--- config.mk ---
export PLATFORM = sky130hd
export DESIGN_NAME = nrf_cmd_seq_flat
export DESIGN_NICKNAME = d
export VERILOG_FILES = /design/src/rtl/nrf_cmd_seq_if.sv /design/src/rtl/nrf_cmd_seq.sv /design/src/flat_wrapper.sv
export SDC_FILE = /design/constraint.sdc
export NUM_CORES = 1
export LEC_CHECK = 0
export ABC_CLOCK_PERIOD_IN_PS = 4600
export CAP_MARGIN = 20
export CORE_MARGIN = 2
export CORE_UTILIZATION = 50
export CTS_CLUSTER_DIAMETER = 40
export DETAILED_ROUTE_END_ITERATION = 7
export PLACE_DENSITY_LB_ADDON = 0.08
export SYNTH_ARGS = -nofsm -noshare
export SYNTH_HDL_FRONTEND = slang
export SYNTH_SLANG_ARGS = --single-unit
--- constraint.sdc ---
create_clock -name clk_10 -period 4.6 [get_ports clk_10]
set_input_delay 0.92 -clock clk_10 [delete_from_list [all_inputs] [get_ports clk_10]]
set_output_delay 0.92 -clock clk_10 [all_outputs]
set_load 0.01 [all_outputs]
--- src/rtl/nrf_cmd_seq_if.sv ---
// rtl/nrf_cmd_seq_if.sv - host-side command/payload bus of the nRF24L01 transaction sequencer
//
// Signals:
//   req, cmd[7:0], len[5:0]   host command request with command byte and payload count
//   pl_data[7:0], pl_ack      transmit payload byte and its consume strobe
//   busy, ready, done         transaction in flight / init complete / end-of-transaction pulse
//   status[7:0]               first byte received in the most recent transaction
//   rd_data[7:0], rd_valid    received payload byte and its strobe
// Modports: master = host logic, slave = sequencer.

interface nrf_cmd_seq_if;
  logic       req;
  logic [7:0] cmd;
  logic [5:0] len;
  logic [7:0] pl_data;
  logic       pl_ack;
  logic       busy;
  logic       ready;
  logic       done;
  logic [7:0] status;
  logic [7:0] rd_data;
  logic       rd_valid;

  modport master (
    output req, cmd, len, pl_data,
    input  pl_ack, busy, ready, done, status, rd_data, rd_valid
  );

  modport slave (
    input  req, cmd, len, pl_data,
    output pl_ack, busy, ready, done, status, rd_data, rd_valid
  );
endinterface

--- src/rtl/nrf_cmd_seq.sv ---
// rtl/nrf_cmd_seq.sv - nRF24L01 CSN-framed command sequencer with power-on init table
//
// Ports:
//   clk_10           system clock, 10 MHz
//   rst              asynchronous, active-high reset
//   host             nrf_cmd_seq_if.slave host command/payload bus
//   byte_start       one-cycle launch pulse to the single-byte SPI engine
//   byte_data[7:0]   byte to the engine, held from byte_start until byte_done
//   byte_done        engine byte-complete pulse
//   byte_rx[7:0]     byte shifted in by the engine, valid with byte_done
//   csn              radio chip select, active low
// Every output is registered; the next-state logic computes all of them together.

module nrf_cmd_seq #(
  parameter int PWRUP_CYCLES = 1000000,
  parameter int CSN_GAP      = 4
) (
  input  logic          clk_10,
  input  logic          rst,
  nrf_cmd_seq_if.slave  host,
  output logic          byte_start,
  output logic [7:0]    byte_data,
  input  logic          byte_done,
  input  logic [7:0]    byte_rx,
  output logic          csn
);

  localparam int PW = $clog2(PWRUP_CYCLES + 1);
  localparam int GW = $clog2(CSN_GAP + 1);
  localparam logic [PW-1:0] PWR_LAST = PW'(PWRUP_CYCLES - 1);
  localparam logic [GW-1:0] GAP_LAST = GW'(CSN_GAP - 1);

  typedef enum logic [2:0] {
    PWRUP, INIT_CMD, INIT_DATA, IDLE, SEL, CMD, PAYLOAD, GAP
  } state_t;

  // Init table entry: {register write command, data byte}.
  function automatic logic [15:0] init_entry(input logic [2:0] idx);
    case (idx)
      3'd0:    init_entry = 16'h200E;
      3'd1:    init_entry = 16'h2100;
      3'd2:    init_entry = 16'h2303;
      3'd3:    init_entry = 16'h2502;
      default: init_entry = 16'h2606;
    endcase
  endfunction

  state_t        state, state_d;
  logic [PW-1:0] pwr_cnt, pwr_cnt_d;
  logic [GW-1:0] gap_cnt, gap_cnt_d;
  logic [2:0]    init_idx, init_idx_d;
  logic [5:0]    rem, rem_d;
  logic [7:0]    cmd_q, cmd_d;
  logic          waiting, waiting_d;
  logic          csn_d, byte_start_d;
  logic [7:0]    byte_data_d;
  logic          pl_ack_q, pl_ack_d;
  logic          busy_q, busy_d;
  logic          ready_q, ready_d;
  logic          done_q, done_d;
  logic [7:0]    status_q, status_d;
  logic [7:0]    rd_data_q, rd_data_d;
  logic          rd_valid_q, rd_valid_d;
  logic [15:0]   entry;

  assign entry = init_entry(init_idx);

  always_comb begin
    state_d      = state;
    pwr_cnt_d    = pwr_cnt;
    gap_cnt_d    = gap_cnt;
    init_idx_d   = init_idx;
    rem_d        = rem;
    cmd_d        = cmd_q;
    waiting_d    = waiting;
    csn_d        = csn;
    byte_start_d = 1'b0;
    byte_data_d  = byte_data;
    pl_ack_d     = 1'b0;
    busy_d       = busy_q;
    ready_d      = ready_q;
    done_d       = 1'b0;
    status_d     = status_q;
    rd_data_d    = rd_data_q;
    rd_valid_d   = 1'b0;

    case (state)
      PWRUP: begin
        if (pwr_cnt == PWR_LAST) begin
          init_idx_d = 3'd0;
          state_d    = SEL;
        end else begin
          pwr_cnt_d = pwr_cnt + 1'b1;
        end
      end

      IDLE: begin
        if (host.req) begin
          cmd_d   = host.cmd;
          rem_d   = (host.len > 6'd32) ? 6'd32 : host.len;
          busy_d  = 1'b1;
          state_d = SEL;
        end
      end

      // One cycle of CSN low before the first byte; init frames share this step.
      SEL: begin
        csn_d     = 1'b0;
        waiting_d = 1'b0;
        state_d   = ready_q ? CMD : INIT_CMD;
      end

      INIT_CMD: begin
        if (!waiting) begin
          byte_start_d = 1'b1;
          byte_data_d  = entry[15:8];
          waiting_d    = 1'b1;
        end else if (byte_done) begin
          byte_start_d = 1'b1;
          byte_data_d  = entry[7:0];
          state_d      = INIT_DATA;
        end
      end

      INIT_DATA: begin
        if (byte_done) begin
          csn_d     = 1'b1;
          gap_cnt_d = '0;
          state_d   = GAP;
        end
      end

      CMD: begin
        if (!waiting) begin
          byte_start_d = 1'b1;
          byte_data_d  = cmd_q;
          waiting_d    = 1'b1;
        end else if (byte_done) begin
          status_d = byte_rx;
          if (rem == 6'd0) begin
            csn_d     = 1'b1;
            gap_cnt_d = '0;
            state_d   = GAP;
          end else begin
            // Launch the first payload byte straight away to keep the 1-cycle turnaround.
            byte_start_d = 1'b1;
            pl_ack_d     = 1'b1;
            byte_data_d  = host.pl_data;
            state_d      = PAYLOAD;
          end
        end
      end

      PAYLOAD: begin
        if (byte_done) begin
          rd_data_d  = byte_rx;
          rd_valid_d = 1'b1;
          rem_d      = rem - 1'b1;
          if (rem == 6'd1) begin
            csn_d     = 1'b1;
            gap_cnt_d = '0;
            state_d   = GAP;
          end else begin
            byte_start_d = 1'b1;
            pl_ack_d     = 1'b1;
            byte_data_d  = host.pl_data;
          end
        end
      end

      GAP: begin
        if (gap_cnt == GAP_LAST) begin
          if (ready_q) begin
            done_d  = 1'b1;
            busy_d  = 1'b0;
            state_d = IDLE;
          end else if (init_idx == 3'd4) begin
            ready_d = 1'b1;
            state_d = IDLE;
          end else begin
            init_idx_d = init_idx + 1'b1;
            state_d    = SEL;
          end
        end else begin
          gap_cnt_d = gap_cnt + 1'b1;
        end
      end

      default: state_d = PWRUP;
    endcase
  end

  always_ff @(posedge clk_10 or posedge rst) begin
    if (rst) begin
      state      <= PWRUP;
      pwr_cnt    <= '0;
      gap_cnt    <= '0;
      init_idx   <= 3'd0;
      rem        <= 6'd0;
      cmd_q      <= 8'h00;
      waiting    <= 1'b0;
      csn        <= 1'b1;
      byte_start <= 1'b0;
      byte_data  <= 8'h00;
      pl_ack_q   <= 1'b0;
      busy_q     <= 1'b0;
      ready_q    <= 1'b0;
      done_q     <= 1'b0;
      status_q   <= 8'h00;
      rd_data_q  <= 8'h00;
      rd_valid_q <= 1'b0;
    end else begin
      state      <= state_d;
      pwr_cnt    <= pwr_cnt_d;
      gap_cnt    <= gap_cnt_d;
      init_idx   <= init_idx_d;
      rem        <= rem_d;
      cmd_q      <= cmd_d;
      waiting    <= waiting_d;
      csn        <= csn_d;
      byte_start <= byte_start_d;
      byte_data  <= byte_data_d;
      pl_ack_q   <= pl_ack_d;
      busy_q     <= busy_d;
      ready_q    <= ready_d;
      done_q     <= done_d;
      status_q   <= status_d;
      rd_data_q  <= rd_data_d;
      rd_valid_q <= rd_valid_d;
    end
  end

  assign host.pl_ack   = pl_ack_q;
  assign host.busy     = busy_q;
  assign host.ready    = ready_q;
  assign host.done     = done_q;
  assign host.status   = status_q;
  assign host.rd_data  = rd_data_q;
  assign host.rd_valid = rd_valid_q;

endmodule

--- src/flat_wrapper.sv ---
// flat-port wrapper written by rule: the top's interface ports become plain ports
module nrf_cmd_seq_flat 
#(
  parameter int PWRUP_CYCLES = 1000000,
  parameter int CSN_GAP      = 4
)
  (clk_10, rst, byte_start, byte_data, byte_done, byte_rx, csn, host_req, host_cmd, host_len, host_pl_data, host_pl_ack, host_busy, host_ready, host_done, host_status, host_rd_data, host_rd_valid);
  nrf_cmd_seq_if host_i ();
  input  logic clk_10;
  input  logic rst;
  output logic byte_start;
  output logic [7:0] byte_data;
  input  logic byte_done;
  input  logic [7:0] byte_rx;
  output logic csn;
  input wire logic [$bits(host_i.req)-1:0] host_req;
  input wire logic [$bits(host_i.cmd)-1:0] host_cmd;
  input wire logic [$bits(host_i.len)-1:0] host_len;
  input wire logic [$bits(host_i.pl_data)-1:0] host_pl_data;
  output wire logic [$bits(host_i.pl_ack)-1:0] host_pl_ack;
  output wire logic [$bits(host_i.busy)-1:0] host_busy;
  output wire logic [$bits(host_i.ready)-1:0] host_ready;
  output wire logic [$bits(host_i.done)-1:0] host_done;
  output wire logic [$bits(host_i.status)-1:0] host_status;
  output wire logic [$bits(host_i.rd_data)-1:0] host_rd_data;
  output wire logic [$bits(host_i.rd_valid)-1:0] host_rd_valid;
  assign host_i.req = host_req;
  assign host_i.cmd = host_cmd;
  assign host_i.len = host_len;
  assign host_i.pl_data = host_pl_data;
  assign host_pl_ack = host_i.pl_ack;
  assign host_busy = host_i.busy;
  assign host_ready = host_i.ready;
  assign host_done = host_i.done;
  assign host_status = host_i.status;
  assign host_rd_data = host_i.rd_data;
  assign host_rd_valid = host_i.rd_valid;
  nrf_cmd_seq #(.PWRUP_CYCLES(PWRUP_CYCLES), .CSN_GAP(CSN_GAP)) u_core (.clk_10(clk_10), .rst(rst), .host(host_i), .byte_start(byte_start), .byte_data(byte_data), .byte_done(byte_done), .byte_rx(byte_rx), .csn(csn));
endmodule
==> metrics.txt, run 1 <==
status=completed; CTS root buf=clkbuf_8; NumNets Final=467; CTS tree=built; crit path DAT=3.17 ns; Post-synth EDFFs=0; total wire length=around 7800 um; clock-pin slew on the worst setup and hold paths=0.08 ns; CP Launch Point=u_core.state[1]; reg2reg start=u_core.state[1]; dpl hpwl=5540 um; Wirelength per Cell=14.7 um; skew final=0.00626 ns; GP Congestion=slightly above 0.8; register bit count reported by yosys=between 70 and 80; io pins=65; commonest non-fill, non-tap cell in the layout=dfrtp_1; Post-Syn Instances=364; NetSw=0.266 mW; syn avg cell area=10.5 um^2; commonest cells after routing, fill and taps aside=dfrtp_1, clkdlybuf4s50_1, mux2_2; critical setup path kind=reg -> reg; Max Buffers Root-to-Sink=2; Port Buf Inserts=64; die height=91.6 um; Overflow after GRT=0; max cap viols=0; Startpoint Class=flip-flop; largest net degree at the start of global routing=56; Final min period=between 2 and 3 ns; ys async rst share=1.00; postcts setup bufs=0; Initial DRT Pass Iterations=4; first-pass GRT wire length=13300 um; register area share after synthesis=0.490; final setup TNS=0 ns; Die Area=8390 um^2; synthesized cell area=3840 um^2; part of the power in combinational logic=0.041; Max transition margin=0.338; Final ANT Viol Nets=0; Hold Buf Count CTS=0; Leak=~2.1 nW; switching share of power=0.232; Synth Flop Type=dfrtp_1; Area Growth Syn to Fin=22.6%; DR vias/cell=roughly 5.5; Slew @ Worst Pin=0.993 ns; Clock power frac=0.385; post-CTS sizing=0; Pwr Density=between 200 and 250 nW/um^2; hold_ws=0.473 ns; Die W=91.6 um; Crit. End Element=flip-flop; Hold Path Class=reg -> reg; clk sinks=75; CP max FO=24; DR iter-0 viols=~150; Ys Warns=0; layout cells sized above 1=0.140; initial antenna violation count=0; setup violators final=0; RSZ-0062 raised after global routing=no; vias=2913; Initial Util=0.523; post-route DRC violation count=0; final hold vios=0; core footprint=7330 um^2; Hold Crit Start=u_core.pwr_cnt[19]; Reg power frac=0.574; Net Count, Synth=408; smallest setup slack after layout=1.67 ns; row count=31; vias in the first global route=2766; count of cell types in the netlist=61; WP data required=4.84 ns; fin crit share=0.638; internal power=around 0.9 mW; Max Slew Vio Count=0; Inserted Diodes=0; Fill cells=599; Peak Freq=0.341 GHz; H-Tree Depth=3; Num CTS Buffers=9; pre-CTS WS=1.49 ns; Worst-Skew Late Latency=0.35 ns; GRT Total Usage=0.196; maximum VDD drop=roughly 0.22 mV
## final cells by class
| type | instances | area (um^2) | share of cell area |
|---|---|---|---|
| sequential | 75 | 1880 | 0.399 |
| multi-input combinational | 256 | 1820 | 0.388 |
| timing repair buffer | 65 | 648 | 0.138 |
| clock buffer | 10 | 128 | 0.0271 |
| tap | 99 | 124 | 0.0263 |
| inverter | 16 | 60.1 | 0.0128 |
| clock inverter | 6 | 41.3 | 0.00878 |
## Yosys cell counts (all sizes together) (3+ instances only)
library cell  number  share of area
dfrtp             74           0.48
mux2              37           0.11
nand2             31          0.032
nor2              28          0.027
a21oi             16          0.022
inv               16          0.016
nand3             14          0.018
o21ai             14          0.018
xnor2             14          0.032
clkbuf            12          0.012
ha                10          0.033
nand4             10          0.016
nor3               9          0.013
a22o               6          0.014
and3               5         0.0082
buf                5         0.0078
nor2b              5         0.0082
xor2               5          0.011
mux2i              4          0.010
nand3b             4         0.0078
a221oi             3         0.0069
## power by group through the flow
stage	sequential, mW	combinational [mW]	clock [mW]
4_1_cts	0.659	0.0490	0.455
5_1_grt	0.659	0.0535	0.487
3_5_place_dp	0.672	0.0487	0
3_3_place_gp	0.672	0.0486	0
2_1_floorplan	0.672	0.0139	0
6_report	0.659	0.0476	0.441
## kinds of logic after synthesis
family          count (synthesis)  synth area share
flops                          75             0.490
compound gates                 63             0.112
xor+xnor                       19            0.0434
fa+ha+maj                      10            0.0326
simple gates                  123             0.167
buf+inv                        33            0.0352
mux                            41             0.120
## layer usage
| metal | GRT usage | wire length (um) | up-vias |
|---|---|---|---|
| met2 | 0.303 | 3620 | 60 |
| met4 | 0.0871 | 162 | 0 |
| met1 | 0.271 | 3670 | 1419 |
| met5 | 0 | 0 | - |
| met3 | 0.0340 | 313 | 13 |
| li1 | - | - | 1421 |
## state kept, by name, indices dropped and copies added (netlist names)
register              cells
u_core.byte_data          8
u_core.byte_start         1
u_core.cmd_q              8
u_core.csn                1
u_core.gap_cnt            3
u_core.host.busy          1
u_core.host.done          1
u_core.host.pl_ack        1
u_core.host.rd_data       8
u_core.host.rd_valid      1
u_core.host.ready         1
u_core.host.status        8
u_core.init_idx           3
u_core.pwr_cnt           20
u_core.rem                6
u_core.state              3
u_core.waiting            1
## path summary, 6_finish.rpt
check	depth (start not counted)	slack, ns	endpoint
max	5	1.67	u_core.byte_data[2]
min in group asynchronous	2	0.88	u_core.pwr_cnt[16]
min reg2reg	1	0.47	u_core.pwr_cnt[19]
max in group asynchronous	3	2.70	u_core.rem[1]
min	1	0.47	u_core.pwr_cnt[19]
max reg2reg	5	1.67	u_core.byte_data[2]
## critical path, stage by stage, from the launching register on
cell	delay, ns
dfrtp_1	0.78
nor2b_1	0.52
nand3_1	0.46
nand2_1	0.17
o221ai_1	0.44
mux2_2	0.45
## per-stage QoR
stage | utilization | instance area (um^2) | instances | total power, mW
finish | 0.641 | 4700 | 527 | 1.15
global route | 0.641 | 4700 | 527 | 1.20
CTS | 0.641 | 4700 | 527 | 1.16
detailed placement | 0.618 | 4530 | 511 | 0.720
global placement | 0.618 | 4530 | 511 | 0.720
floorplan | - | 3840 | 364 | 0.686
(Power assumes the default switching activity.)
==> inputs of run 2 (changes only) <==
ABC_CLOCK_PERIOD_IN_PS = 2600   (was 4600)
CORE_UTILIZATION = 48   (was 50)
clock period = 2.6 ns   (was 4.6 ns; I/O delays follow)
==> run 2 against run 1 <==
Final cell count rose by 3.2%. Total power rose by 88%. Clock skew rose by 0.0027 ns. Clock power rose by 100%. Sequential power rose by 78%. Sequential share of layout area fell by 1.3 points. Via count rose by 2.3%.
==> metrics.txt, run 2 (synthesis gave the netlist of run 1 again) <==
WP buf/inv=1 (+1); Leak=2.23 nW (+4.6%); commonest non-fill, non-tap cell in the layout=dfrtp_1; Clock power frac=0.417 (+0.032); Finished Layout Cells=544 (+3.2%); largest net degree at the start of global routing=29 (-48%); Worst R2R Setup Slack=0.19 ns (-1.47 ns); commonest cells after routing, fill and taps aside=dfrtp_1, clkdlybuf4s50_1, mux2_2; placed insts=528 (+3.3%); CP Cell Sequence=or4b_1 -> or4_4 -> or2_1 -> buf_4 -> a21oi_2 -> a22o_1; Hold Path Class=reg -> reg; WP data required=2.89 ns (-1.95 ns); Area Growth Syn to Fin=26.7%; Peak Freq=0.415 GHz (+22%); DR iter-0 viols=128 (-14%); skew final=0.00896 ns (+0.00270 ns); pre-CTS WS=0.213 ns (-1.28 ns); io pins=65 (unchanged); core footprint=7730 um^2 (+5.4%); worst reg2reg path depth=6 (+1); part of the power in combinational logic=0.042 (about the same); Max transition margin=0.568 (+0.230); Startpoint Class=flip-flop; max cap viols=0 (unchanged); Overflow after GRT=0 (unchanged); Port Buf Inserts=64 (unchanged); Hold Crit Start=u_core.pwr_cnt[19]; final setup TNS=0 ns (unchanged); NetSw=0.472 mW (+77%); first-pass GRT wire length=13800 um (+4.3%); post-CTS sizing=0 (unchanged); NumNets Final=481 (+3.0%); hold_ws=0.471 ns (-0.00189 ns); Die Area=8720 um^2 (+4.0%); Final ANT Viol Nets=0 (unchanged); Critical Path Max Stage Delay=0.56 ns (-0.22 ns); layout cells sized above 1=0.167 (+0.0272); Hold Path Cell Cnt=1 (unchanged); GP Congestion=0.833 (+1.3%); smallest setup slack after layout=0.192 ns (-1.47 ns); CP max FO=6 (-75%); CTS root buf=clkbuf_8; Hold Buf Count CTS=0 (unchanged); H-Tree Depth=3 (unchanged); switching share of power=0.219 (-0.0130); max FFs per register=20 (unchanged); fin crit share=0.926 (+0.288); dpl hpwl=5870 um (+6.0%); Reg power frac=0.541 (-0.033); delay-heaviest family, CP=simple AND/OR/NAND/NOR gates; Num CTS Buffers=9 (unchanged); Wirelength per Cell=15.1 um (+2.7%); post-route DRC violation count=0 (unchanged); Core Util, Final=0.629 (-0.0124); crit path DAT=2.70 ns (-0.47 ns); critical setup path kind=reg -> reg; vias=2981 (+2.3%); status=completed; vias in the first global route=2918 (+5.5%); CP Launch Point=u_core.pwr_cnt[11]; CTS tree=built; Reg with most FFs=u_core.pwr_cnt; reg2reg start=u_core.pwr_cnt[11]; postcts setup bufs=0 (unchanged); RSZ-0062 raised after global routing=no; Initial DRT Pass Iterations=4 (unchanged); Critical R2R Capture=u_core.state[2]; row count=32 (+3.2%); die height=93.4 um (+2.0%); Max Slew Vio Count=0 (unchanged); setup violators final=0 (unchanged); GRT Total Usage=0.202 (+0.00626); clock-pin slew on the worst setup and hold paths=0.07 ns (about the same); Crit. End Element=flip-flop; CP max-delay cell=or4b_1; initial antenna violation count=0 (unchanged); Inserted Diodes=0 (unchanged); Worst Hold End=u_core.pwr_cnt[19]; Initial Util=0.496 (-0.0269); internal power=1.68 mW (+91%); Pwr Density=443 nW/um^2 (+82%); Final min period=2.41 ns (-0.526 ns); maximum VDD drop=0.275 mV (+25%); Max Buffers Root-to-Sink=2 (unchanged); Slew @ Worst Pin=0.642 ns (-0.351 ns); final hold vios=0 (unchanged); clk sinks=75 (unchanged); total wire length=8230 um (+6.1%); Worst-Skew Late Latency=0.35 ns (about the same); Die W=93.4 um (+2.0%); DR vias/cell=5.48 (-0.86%)
## run 2: cell count changes in the layout (fill, tap and decap cells not counted), sizes merged
cell	delta
clkbuf	+1
buf	+14
clkinvlp	-2
bufinv	+1
inv	-1
clkinv	+1
## run 2: worst max-delay path by stage
| stage | cells past startpoint | endpoint | slack, ns |
|---|---|---|---|
| 5_1_grt | 6 | u_core.state[2] | 0.08 |
| 3_5_place_dp | 5 | u_core.pwr_cnt[1] | 0.21 |
| 2_1_floorplan | 1 | u_core.byte_data[0] | 0.17 |
| 6_report | 6 | u_core.state[2] | 0.19 |
| 3_3_place_gp | 5 | u_core.pwr_cnt[1] | 0.25 |
| 4_1_cts | 6 | u_core.state[2] | 0.19 |
## run 2: layout make-up
cell class | instances | area [um^2]
Clock inverter | 5 | 52.6
Sequential cell | 75 | 1880
Inverter | 16 | 60.1
Tap cell | 102 | 128
Fill cell | 648 | 2870
Clock buffer | 11 | 141
Timing Repair Buffer | 79 | 778
Multi-Input combinational cell | 256 | 1820
## run 2: routing by layer
layer	up-vias	global-route usage	share of wire
met3	12	0.0379	0.045
li1	1456	-	-
met1	1447	0.261	0.46
met2	66	0.330	0.48
met5	-	0	0
met4	0	0.0944	0.018
## run 2: worst reg2reg max path, stage by stage (launching register included)
cell and delay, ns:
dfrtp_1 0.42, or4b_1 0.56, or4_4 0.57, or2_1 0.33, buf_4 0.20, a21oi_2 0.13
a22o_1 0.14
## run 2: through the flow
stage	total power [mW]	area, um^2
2_1_floorplan	1.21	3840
3_3_place_gp	1.28	4670
3_5_place_dp	1.28	4670
4_1_cts	2.19	4860
5_1_grt	2.24	4860
6_report	2.16	4860
## run 2: power by group through the flow
stage / Sequential, mW / Clock [mW] / Combinational [mW]
after CTS: 1.17 / 0.927 / 0.0935
after global placement: 1.19 / 0 / 0.0921
after floorplan: 1.19 / 0 / 0.0245
after global routing: 1.17 / 0.976 / 0.101
final: 1.17 / 0.900 / 0.0902
after detailed placement: 1.19 / 0 / 0.0924
==> inputs of run 3 (changes only) <==
MAX_ROUTING_LAYER = met4   (was default)
==> run 3 against run 2 <==
Hold slack barely moved. Final cell count did not move. Critical endpoint unchanged. Worst setup slack got worse by 0.0016 ns. Clock skew grew 0.00063 ns. Wire length is 0.19% lower. Critical path type unchanged.
==> metrics.txt, run 3 (synthesis gave the netlist of run 1 again) <==
status=completed; first-pass GRT wire length=13800 um (-0.30%); Reg power frac=0.541 (about the same); Multi-input gate area=1820 um^2 (unchanged); Clock power frac=0.417 (about the same); Area Growth Syn to Fin=26.7% (unchanged); internal power=1.68 mW (about the same); Final min period=2.41 ns (+0.00160 ns); initial antenna violation count=0 (unchanged); total wire length=8210 um (-0.19%); RSZ-0062 raised after global routing=no; FF+latch area=1880 um^2 (unchanged); Die W=93.4 um (unchanged); Die Area=8720 um^2 (unchanged); placed insts=528 (unchanged); vias in the first global route=2921 (+0.10%); final hold vios=0 (unchanged); largest net degree at the start of global routing=29 (unchanged); dpl hpwl=5870 um (unchanged); Worst R2R Setup Slack=0.19 ns (about the same); H-Tree Depth=3 (unchanged); commonest non-fill, non-tap cell in the layout=dfrtp_1; reg2reg start=u_core.pwr_cnt[11]; Max Slew Vio Count=0 (unchanged); io pins=65 (unchanged); part of the power in combinational logic=0.042 (about the same); Critical R2R Capture=u_core.state[2]; maximum VDD drop=0.274 mV (-0.55%); die height=93.4 um (unchanged); Port Buf Inserts=64 (unchanged); DR vias/cell=5.50 (+0.34%); Peak Freq=0.415 GHz (about the same); critical setup path kind=reg -> reg; max cap viols=0 (unchanged); Worst-Skew Late Latency=0.36 ns (about the same); CP Launch Point=u_core.pwr_cnt[11]; CTS root buf=clkbuf_8; Initial Util=0.496 (unchanged); Hold Buf Count CTS=0 (unchanged); GP Congestion=0.846 (+1.5%); crit path DAT=2.70 ns (about the same); WP data required=2.89 ns (about the same); DP Area=4670 um^2 (unchanged); Reg with most FFs=u_core.pwr_cnt; crit path to=u_core.state[2]; CP max FO=6 (unchanged); Fill cells=648 (unchanged); Inserted Diodes=0 (unchanged); DR iter-0 viols=147 (+15%); CTS tree=built; max FFs per register=20 (unchanged); Crit. End Element=flip-flop; hold_ws=0.471 ns (+0.000242 ns); clock-pin slew on the worst setup and hold paths=0.07 ns (about the same); Max Buffers Root-to-Sink=2 (unchanged); Wirelength per Cell=15.1 um (-0.19%); Leak=2.23 nW (unchanged); Initial DRT Pass Iterations=4 (unchanged); Pwr Total=2.15 mW (about the same); Hold Path Class=reg -> reg; switching share of power=0.219 (-0.000223); Finished Layout Cells=544 (unchanged); worst reg2reg path depth=6 (unchanged); pre-CTS WS=0.213 ns (unchanged); Hold Crit Start=u_core.pwr_cnt[19]; Num CTS Buffers=9 (unchanged); layout cells sized above 1=0.167 (unchanged); NumNets Final=481 (unchanged); final setup TNS=0 ns (unchanged); skew final=0.00959 ns (+0.000629 ns); Core Util, Final=0.629 (unchanged); smallest setup slack after layout=0.190 ns (-0.00160 ns); commonest cells after routing, fill and taps aside=dfrtp_1, clkdlybuf4s50_1, mux2_2; post-CTS sizing=0 (unchanged); clk sinks=75 (unchanged); fin crit share=0.927 (about the same); Slew @ Worst Pin=0.645 ns (+0.00319 ns); setup violators final=0 (unchanged); Startpoint Class=flip-flop; core footprint=7730 um^2 (unchanged); GRT Total Usage=0.207 (+0.00436); postcts setup bufs=0 (unchanged); post-route DRC violation count=0 (unchanged); NetSw=0.472 mW (-0.13%); row count=32 (unchanged); vias=2991 (+0.34%); Pwr Density=443 nW/um^2 (about the same); Overflow after GRT=0 (unchanged); Final ANT Viol Nets=0 (unchanged); Max transition margin=0.566 (-0.00214); post-route cell area=4860 um^2 (unchanged)
run 3: metal layers:
layer | track usage | vias up | wire length [um]
li1 | - | 1457 | -
met1 | 0.259 | 1458 | 3750
met2 | 0.331 | 64 | 3970
met3 | 0.0330 | 12 | 343
met4 | 0.0944 | 0 | 146
met5 | - | - | 0
run 3: area by class of cell:
class                           count  share of cell area
Clock inverter                      5              0.0108
Inverter                           16              0.0124
Multi-Input combinational cell    256               0.375
Timing Repair Buffer               79               0.160
Tap cell                          102              0.0263
Clock buffer                       11              0.0291
Sequential cell                    75               0.386
run 3: critical path, cell delays in order (launching register included):
cell and delay (ns):
dfrtp_1 0.42, or4b_1 0.57, or4_4 0.56, or2_1 0.33, buf_4 0.20, a21oi_2 0.13
a22o_1 0.14
run 3: power by group through the flow:
stage,clock network [mW],registers (mW),logic (mW)
6_report,0.899,1.17,0.0902
5_1_grt,0.972,1.17,0.101
4_1_cts,0.927,1.17,0.0935
3_5_place_dp,0,1.19,0.0924
3_3_place_gp,0,1.19,0.0921
2_1_floorplan,0,1.19,0.0245
run 3: worst min-delay path by stage:
stage | endpoint | depth (start not counted)
2_1_floorplan | u_core.pwr_cnt[19] | 1
4_1_cts | u_core.pwr_cnt[19] | 1
3_5_place_dp | u_core.pwr_cnt[19] | 1
6_report | u_core.pwr_cnt[19] | 1
3_3_place_gp | u_core.pwr_cnt[19] | 1
5_1_grt | u_core.pwr_cnt[19] | 1
